File: config.mk
export PLATFORM = sky130hd
export DESIGN_NAME = game_round_ctrl
export DESIGN_NICKNAME = d
export VERILOG_FILES = /design/src/rtl/game_round_ctrl.sv
export SDC_FILE = /design/constraint.sdc
export NUM_CORES = 1
export LEC_CHECK = 0
export ABC_CLOCK_PERIOD_IN_PS = 3900
export BUFFER_PORTS_ARGS = -buffer_cell sky130_fd_sc_hd__buf_2
export CORE_ASPECT_RATIO = 1.1
export CORE_MARGIN = 2
export CORE_UTILIZATION = 62
export CTS_CLUSTER_DIAMETER = 80
export DETAILED_ROUTE_END_ITERATION = 8
export GPL_TIMING_DRIVEN = 0
export PLACE_DENSITY = 0.81
export SLEW_MARGIN = 30
export SYNTH_ARGS = -nofsm -noshare
export SYNTH_HDL_FRONTEND = slang
export SYNTH_SLANG_ARGS = --single-unit
File: constraint.sdc
create_clock -name CLOCK10M -period 3.9 [get_ports CLOCK10M]
set_clock_uncertainty 0.15 [all_clocks]
set_input_delay 0.585 -clock CLOCK10M [delete_from_list [all_inputs] [get_ports CLOCK10M]]
set_output_delay 0.585 -clock CLOCK10M [all_outputs]
set_load 0.01 [all_outputs]
File: src/rtl/game_round_ctrl.sv
`default_nettype none
// ============================================================================
// Module   : game_round_ctrl
// Brief    : Round sequencer for the 0.1 s game clock: idle, clear, ready
//            countdown, run, pause and time-up, driven by start/pause keys.
// Revision : 1.0 - initial release
// ============================================================================
module game_round_ctrl #(
    parameter int TICK_DIV      = 1000000,
    parameter int COUNTDOWN_SEC = 3,
    parameter int LEVEL_STEP    = 200,
    parameter int TIME_LIMIT    = 600
) (
    input  logic       CLOCK10M,
    input  logic       KEY0,
    input  logic       KEY_START,
    input  logic       KEY_PAUSE,
    input  logic [9:0] counter_in,
    output logic       clk_run,
    output logic       clk_clear,
    output logic [1:0] clk_speed,
    output logic [2:0] state,
    output logic [1:0] countdown,
    output logic       time_up,
    output logic [1:0] level
);

    localparam int                   C_PRESC_W    = (TICK_DIV > 1) ? $clog2(TICK_DIV) : 1;
    localparam logic [C_PRESC_W-1:0] C_PRESC_LAST = C_PRESC_W'(TICK_DIV - 1);
    localparam logic [4:0]           C_TICK_LAST  = 5'(10 * COUNTDOWN_SEC - 1);
    localparam logic [1:0]           C_CD_FULL    = 2'(COUNTDOWN_SEC);
    localparam logic [11:0]          C_LVL1       = 12'(LEVEL_STEP);
    localparam logic [11:0]          C_LVL2       = 12'(2 * LEVEL_STEP);
    localparam logic [11:0]          C_LVL3       = 12'(3 * LEVEL_STEP);
    localparam logic [11:0]          C_LIMIT      = 12'(TIME_LIMIT);

    localparam logic [2:0] S_IDLE   = 3'd0;
    localparam logic [2:0] S_CLEAR  = 3'd1;
    localparam logic [2:0] S_READY  = 3'd2;
    localparam logic [2:0] S_RUN    = 3'd3;
    localparam logic [2:0] S_PAUSE  = 3'd4;
    localparam logic [2:0] S_TIMEUP = 3'd5;

    logic                 r_start_s1, r_start_s2, r_start_prev;
    logic                 r_pause_s1, r_pause_s2, r_pause_prev;
    logic [2:0]           r_state;
    logic                 r_run;
    logic                 r_clear;
    logic [1:0]           r_level;
    logic [1:0]           r_countdown;
    logic                 r_time_up;
    logic                 r_clear_cnt;
    logic [C_PRESC_W-1:0] r_presc;
    logic [4:0]           r_ticks;

    logic                 w_start_edge;
    logic                 w_pause_edge;
    logic [11:0]          w_count_ext;
    logic                 w_time_hit;
    logic [1:0]           w_level_next;
    logic [4:0]           w_ticks_inc;
    logic [1:0]           w_cd_next;

    assign w_start_edge = r_start_s2 & ~r_start_prev;
    assign w_pause_edge = r_pause_s2 & ~r_pause_prev;
    assign w_count_ext  = {2'b00, counter_in};
    assign w_time_hit   = (w_count_ext >= C_LIMIT);
    assign w_ticks_inc  = r_ticks + 5'd1;
    // Countdown digit from whole seconds elapsed, without a divider
    assign w_cd_next    = C_CD_FULL - {1'b0, (w_ticks_inc >= 5'd10)}
                                    - {1'b0, (w_ticks_inc >= 5'd20)};

    always_comb begin
        w_level_next = 2'd0;
        if (w_count_ext >= C_LVL3)
            w_level_next = 2'd3;
        else if (w_count_ext >= C_LVL2)
            w_level_next = 2'd2;
        else if (w_count_ext >= C_LVL1)
            w_level_next = 2'd1;
    end

    always_ff @(posedge CLOCK10M) begin
        if (KEY0) begin
            r_start_s1   <= 1'b0;
            r_start_s2   <= 1'b0;
            r_start_prev <= 1'b0;
            r_pause_s1   <= 1'b0;
            r_pause_s2   <= 1'b0;
            r_pause_prev <= 1'b0;
            r_state      <= S_IDLE;
            r_run        <= 1'b0;
            r_clear      <= 1'b0;
            r_level      <= 2'd0;
            r_countdown  <= 2'd0;
            r_time_up    <= 1'b0;
            r_clear_cnt  <= 1'b0;
            r_presc      <= '0;
            r_ticks      <= 5'd0;
        end else begin
            r_start_s1   <= KEY_START;
            r_start_s2   <= r_start_s1;
            r_start_prev <= r_start_s2;
            r_pause_s1   <= KEY_PAUSE;
            r_pause_s2   <= r_pause_s1;
            r_pause_prev <= r_pause_s2;

            case (r_state)
                S_IDLE: begin
                    if (w_start_edge) begin
                        r_state     <= S_CLEAR;
                        r_run       <= 1'b1;
                        r_clear     <= 1'b1;
                        r_level     <= 2'd0;
                        r_presc     <= '0;
                        r_ticks     <= 5'd0;
                        r_clear_cnt <= 1'b0;
                    end
                end
                // Game clock clears only while enabled; hold both for two cycles
                S_CLEAR: begin
                    if (r_clear_cnt) begin
                        r_state     <= S_READY;
                        r_run       <= 1'b0;
                        r_clear     <= 1'b0;
                        r_countdown <= C_CD_FULL;
                        r_presc     <= '0;
                        r_ticks     <= 5'd0;
                    end else begin
                        r_clear_cnt <= 1'b1;
                    end
                end
                S_READY: begin
                    if (r_presc == C_PRESC_LAST) begin
                        r_presc <= '0;
                        if (r_ticks == C_TICK_LAST) begin
                            r_state     <= S_RUN;
                            r_run       <= 1'b1;
                            r_countdown <= 2'd0;
                        end else begin
                            r_ticks     <= w_ticks_inc;
                            r_countdown <= w_cd_next;
                        end
                    end else begin
                        r_presc <= r_presc + 1'b1;
                    end
                end
                S_RUN: begin
                    r_level <= w_level_next;
                    if (w_time_hit) begin
                        r_state   <= S_TIMEUP;
                        r_run     <= 1'b0;
                        r_time_up <= 1'b1;
                    end else if (w_pause_edge) begin
                        r_state <= S_PAUSE;
                        r_run   <= 1'b0;
                    end
                end
                S_PAUSE: begin
                    if (w_start_edge) begin
                        r_state     <= S_CLEAR;
                        r_run       <= 1'b1;
                        r_clear     <= 1'b1;
                        r_level     <= 2'd0;
                        r_presc     <= '0;
                        r_ticks     <= 5'd0;
                        r_clear_cnt <= 1'b0;
                    end else if (w_pause_edge) begin
                        r_state <= S_RUN;
                        r_run   <= 1'b1;
                    end
                end
                S_TIMEUP: begin
                    if (w_start_edge) begin
                        r_state     <= S_CLEAR;
                        r_run       <= 1'b1;
                        r_clear     <= 1'b1;
                        r_time_up   <= 1'b0;
                        r_level     <= 2'd0;
                        r_presc     <= '0;
                        r_ticks     <= 5'd0;
                        r_clear_cnt <= 1'b0;
                    end
                end
                default: begin
                    r_state     <= S_IDLE;
                    r_run       <= 1'b0;
                    r_clear     <= 1'b0;
                    r_level     <= 2'd0;
                    r_countdown <= 2'd0;
                    r_time_up   <= 1'b0;
                end
            endcase
        end
    end

    assign state     = r_state;
    assign clk_run   = r_run;
    assign clk_clear = r_clear;
    assign clk_speed = r_level;
    assign level     = r_level;
    assign countdown = r_countdown;
    assign time_up   = r_time_up;

endmodule
`default_nettype wire

======== Word-level counts from Yosys, hierarchy flattened ========
Index checks and enable logic that the tools add are counted.
operators by class
  bitwise gates (word level) .............. 8
  $mul .................................... 0
  eq/ne operators ......................... 17
  $add $sub $neg .......................... 4
  muxes and demuxes ....................... 41
  shift operators ......................... 0
  order comparisons ....................... 5
  reductions and logical operators ........ 17
  div/mod/pow operators ................... 0
operators with widths
  cell                                                   count
  two-way mux 20 bit                                     3
  one-hot mux 20 bit (3 select lines)                    1
  two-way mux 3 bit                                      8
  adder 20 x 1 -> 20 bit (second input constant)         1
  equality test 20 bit (second input constant)           1
  two-way mux 5 bit                                      4
  one-hot mux 3 bit (5 select lines)                     1
  one-hot mux 5 bit (3 select lines)                     1
  two-way mux 2 bit                                      6
  inequality test 2 bit (second input constant)          6
  one-hot mux 2 bit (3 select lines)                     2
  AND reduction 3 bit                                    4
  two-way mux 1 bit                                      11
  >= comparator 10 bit (second input constant)           1
  >= comparator 10 x 8 -> 1 bit (second input constant)  1
  >= comparator 10 x 9 -> 1 bit (second input constant)  1
  OR reduction 4 bit                                     2
  equality test 3 x 2 -> 1 bit (second input constant)   2
  equality test 3 bit (second input constant)            2
  inequality test 3 bit (second input constant)          2
  inverter 1 bit                                         6
  one-hot mux 1 bit (3 select lines)                     2
  AND reduction 6 bit                                    1
  OR reduction 2 bit                                     3
  17 further kinds                                       20
word-level totals
  register bits ........................... 42
  output and inout bits ................... 12
  memory bits (read-only) ................. 0
  bits in latches ......................... 0
  memories kept ........................... 0
  bits in writable memories ............... 0
  bits of input ports ..................... 14
  word-level logic and storage cells ...... 107

======== Depth between registers and ports, before layout ========
  word-level depth ........................ 7
  mapped depth ............................ 10
  depth with buffers taken out ............ 9

======== Worst setup path after synthesis ========
Ideal clock, no wire load.
  path type ............................... register -> register
  start ................................... register r_ticks[2]
  end ..................................... register r_countdown[0] (netlist: countdown[0])
  clock period less this slack ............ 1.865 ns
  setup time .............................. 0.078 ns
  data required time ...................... 3.672 ns
  arrival ................................. 1.637 ns
  buffers on the path ..................... 1
  slack ................................... 2.035 ns
  stages on the path, launching flop included .. 10
  cell sequence ........................... dfxtp_1 clkbuf_1 nand3_1 xor2_1 o221a_2 nand2_1 ha_1 o21ai_0 nor2_1 nor3_1
on the way
  word-level cells in the longest chain between the ends .. 7
  elaborated cells on any way between the ends .. 9
  classes of those cells .................. 3 x add/sub; 2 x order compare; 1 x eq/ne; 3 x mux
ends and longest elaborated chain
  element                                 RTL line  text
  start: declaration                      54        logic [4:0] r_ticks;
  start signal: assignment                141       r_ticks <= w_ticks_inc;
  adder 5 x 1 -> 5 bit                    68        assign w_ticks_inc = r_ticks + 5'd1;
  >= comparator 5 x 4 -> 1 bit            70        assign w_cd_next = C_CD_FULL - {1'b0, (w_ticks_inc >= 5'd10)}
  subtractor 2 x 1 -> 2 bit               70
  subtractor 2 x 1 -> 2 bit               71        - {1'b0, (w_ticks_inc >= 5'd20)};
  two-way mux 2 bit (*)                   136       if (r_ticks == C_TICK_LAST) begin
  two-way mux 2 bit (*)                   134       if (r_presc == C_PRESC_LAST) begin
  one-hot mux 2 bit (3 select lines) (*)  108       case (r_state)
  end signal: assignment                  142       r_countdown <= w_cd_next;
  end: declaration                        50        logic [1:0] r_countdown;
Mark *: on every way between the ends. The rest lies on a longest branch, timed or not. The select of a mux whose other input is x is not followed.
A chain may end at the register's enable or synchronous reset.

======== Worst setup path after layout ========
  start ................................... register r_ticks[0]
  end ..................................... register r_countdown[0] (netlist: countdown[0])
Same word-level chain as after synthesis.

==> summary.md <==
| Metric | Value |
|---|---|
| Synthesized instance count | around 270 |
| Worst EP required | 3.98 ns |
| Worst hold path type | flop to flop |
| VDD IR max | 0.2351 mV |
| Internal power | 605.9 uW |
| Net count of the mapped netlist | 287 |
| Ports | 26 |
| Grt ovf | 0 |
| CP Class | flop to flop |
| Cell Chain, Critical Path | ha_1, nand3_1, nand2b_1, o21ai_0, ha_1, o21ai_0, nor2_1, nor3_1 |
| Cells after DPL | 340 |
| Slew HR | about 70% |
| Power Total | 811.2 uW |
| Commonest non-fill, non-tap cell in the layout | dfxtp_1 |
| Via count | 2079 |
| Unrepaired setup endpoints after global routing | false |
| Critical Path Slowest Stage Cell | dfxtp_1 |
| Number of synthesized register bits | 42 |
| CP startpoint | r_ticks[0] |
| Critical Path End | countdown[0] |
| Asr flop ratio synth | 0% |
| Die height | ~68 um |
| Clock power share | 36.5% |
| Register-to-register setup slack | 1.84 ns |
| Sequential area share after synthesis | 36.72% |
| Reg-to-Reg End | countdown[0] |
| TritonCTS buffer count | 5 |
| Fmax | approximately 480 MHz |
| Layout cell share with drive strength beyond 1 | 16.78% |
| Initial DRC count | 159 |
| Number of synthesized flops with an enable pin | 0 |
| Fin cells | 348 |
| Pre-Repair DR Iteration Count | 4 |
| Residual DRC count | 0 |
| Mean area per synthesized cell | 8.544 um^2 |
| Run status | completed |
| CTS tree | yes |
| Synthesized area | 0.002290 mm^2 |
| CTS Buffer Depth | 2 |
| Setup tns final | 0 ns |
| Crit path time final | just over 2 ns |
| Worst Path Max Fanout | 8 |
| First-pass GRT wire length | 7.659 mm |
| Nets | 316 |
| Num rows | 23 |
| Ant. Diodes | 0 |
| Hold-fix buffers, CTS | 0 |
| Buffers on Ports | 22 |
| Vias in the first global route | 1833 |
| Comb pwr share | under 10% |
| Worst Reg-to-Reg Cells | 8 |
| Post-CTS resize count | 0 |
| Ys Warns | 0 |
| Crit end category | flop |
| Clk_lat worst skew | 0.30 ns |
| Starting Density | between 60% and 70% |
| Final Hold Fails | 0 |
| Worst EP arrival | 2.14 ns |
| Seq pwr share | 54.4% |
| Reg2reg start | r_ticks[0] |
| Final setup viols | 0 |
| # clock sinks | 42 |
| Period utilisation layout | 52.91% |
| Synth Flop Type | dfxtp_1 |
| H-tree levels | 2 |
| CORE AREA | ~0.0036 mm^2 |
| PwrDens | 317.2 mW/mm^2 |
| Largest net degree at the start of global routing | 14 |
| Leakage power | 0.9610 nW |
| Area delta synth->final | 11.69% |
| Worst-path clk slew | 0.08 ns |
| Vias per cell | 5.974 |
| Most frequent cells in the layout | 42 x dfxtp_1, 27 x buf_2, 19 x nor2_1 |
| Setup repair bufs after CTS | 0 |
| Clk root buf | clkbuf_8 |
| Max_cap viols | 0 |
| Post-synthesis cell type count | 59 |
| Post-route ant nets | 0 |
| Max-slew violations | 0 |
| Hold Slack | 0.2953 ns |
| DR WL/cell | 13.19 um |
| Net switching power | roughly 210 uW |
| GR Util All Layers | about a quarter |
| Sw Share | 25.31% |
| Dpl hpwl | 3.355 mm |
| Final wirelength | 4.591 mm |
| Routability cong. | 0.8905 |
| Largest stage delay on the critical path | between 0.4 and 0.5 ns |
| Initial antenna violation count | 0 |
| Die Wd | around 62 um |
| Least-Margin Pin Slew | 0.4524 ns |
| Die ar. | 0.004196 mm^2 |
| CP Launch Type | flop |
## power groups by stage
stage / Combinational [mW] / Sequential [mW] / Clock, mW
finish: 0.0732 / 0.442 / 0.296
global route: 0.0820 / 0.443 / 0.319
CTS: 0.0733 / 0.442 / 0.303
detailed placement: 0.0730 / 0.452 / 0
global placement: 0.0718 / 0.451 / 0
floorplan: 0.0494 / 0.452 / 0
## state kept, by name, summed over array words and instances, names as in the netlist, 2 cells and up
name and flops:
countdown 2, clk_speed 2, r_presc 20, state 3
r_ticks 5
## synth_stat cells, types with 2 or more instances
| master | instances | share of area, % |
|---|---|---|
| or4_1 | 4 | 1.3 |
| clkbuf_1 | 7 | 1.1 |
| and3_1 | 5 | 1.4 |
| a31oi_1 | 4 | 1.1 |
| buf_4 | 3 | 0.98 |
| nand4_1 | 11 | 3.0 |
| nor3_1 | 5 | 1.1 |
| and2b_1 | 2 | 0.66 |
| nor4b_2 | 2 | 1.3 |
| a221oi_1 | 4 | 1.5 |
| and4_1 | 3 | 1.1 |
| and2_1 | 6 | 1.6 |
| o31ai_1 | 3 | 0.98 |
| nand2b_1 | 6 | 1.6 |
| buf_2 | 5 | 1.1 |
| or3_1 | 6 | 1.6 |
| ha_1 | 5 | 2.7 |
| dfxtp_1 | 42 | 37 |
| o21ai_0 | 15 | 3.3 |
| nor2_1 | 19 | 3.1 |
| xnor2_1 | 5 | 1.9 |
| a21oi_1 | 18 | 3.9 |
| o21bai_1 | 2 | 0.66 |
| xor2_1 | 11 | 4.2 |
| o2bb2ai_1 | 3 | 1.1 |
| o211ai_1 | 3 | 0.98 |
| nor2b_1 | 10 | 2.7 |
| nand2_1 | 15 | 2.5 |
| nand3_1 | 8 | 1.7 |
| inv_1 | 7 | 1.1 |
## critical path: cells and delay by family, from the launching register on
kind,cells,cell delay [ns]
adder cells (fa/ha/maj),2,0.60
AND/OR/NAND/NOR,4,0.50
flip-flops,1,0.43
AO/OA/AOI/OAI,2,0.31
## final cells by class
class,count,area [um^2]
Multi-Input combinational cell,202,1334
Fill cell,282,1040
Sequential cell,42,840.8
Timing Repair Buffer,22,110.1
Buffer,17,88.84
Clock buffer,6,82.58
Tap cell,50,62.56
Inverter,7,26.28
Clock inverter,2,12.51
## per-layer routing
metal / global-route usage (%) / wire length, um / vias up
met5: 0 / 0 / -
met4: 10.37 / 69 / 0
met3: 4.215 / 193 / 7
met2: 41.80 / 2253 / 65
met1: 28.17 / 2074 / 971
li1: - / - / 1036
## metrics by stage
| step | util [%] | setup WS (ns) | area, um^2 |
|---|---|---|---|
| floorplan | - | 2.035 | 2290 |
| CTS | 71.10 | 1.843 | 2557 |
| global route | 71.10 | 1.580 | 2557 |
| global placement | 68.45 | 1.859 | 2462 |
| detailed placement | 68.45 | 1.853 | 2462 |
| finish | 71.10 | 1.837 | 2557 |
## worst min path at each step
stage / slack [ns] / cells past startpoint / from / to
final: 0.30 / 1 / r_start_s1 / r_start_s2
after global routing: 0.32 / 1 / r_start_s1 / r_start_s2
after CTS: 0.30 / 1 / r_start_s1 / r_start_s2
after detailed placement: 0.28 / 1 / r_start_s1 / r_start_s2
after global placement: 0.27 / 1 / r_pause_s1 / r_pause_s2
after floorplan: 0.26 / 1 / r_pause_s1 / r_pause_s2
## cells by family (layout without fill, tap and decap cells)
logic type | count (synthesis) | count (layout) | share of synthesized area (%)
and+or+nand+nor | 111 | 111 | 28.69
AOI/OAI and AO/OA | 68 | 68 | 19.78
DFF | 42 | 42 | 36.72
buffers and inverters | 24 | 54 | 5.027
xor gates and xnor gates | 16 | 16 | 6.120
adders and majority gates | 5 | 5 | 2.732
muxes | 2 | 2 | 0.9289
No activity file was read; power rests on OpenSTA's default activity.
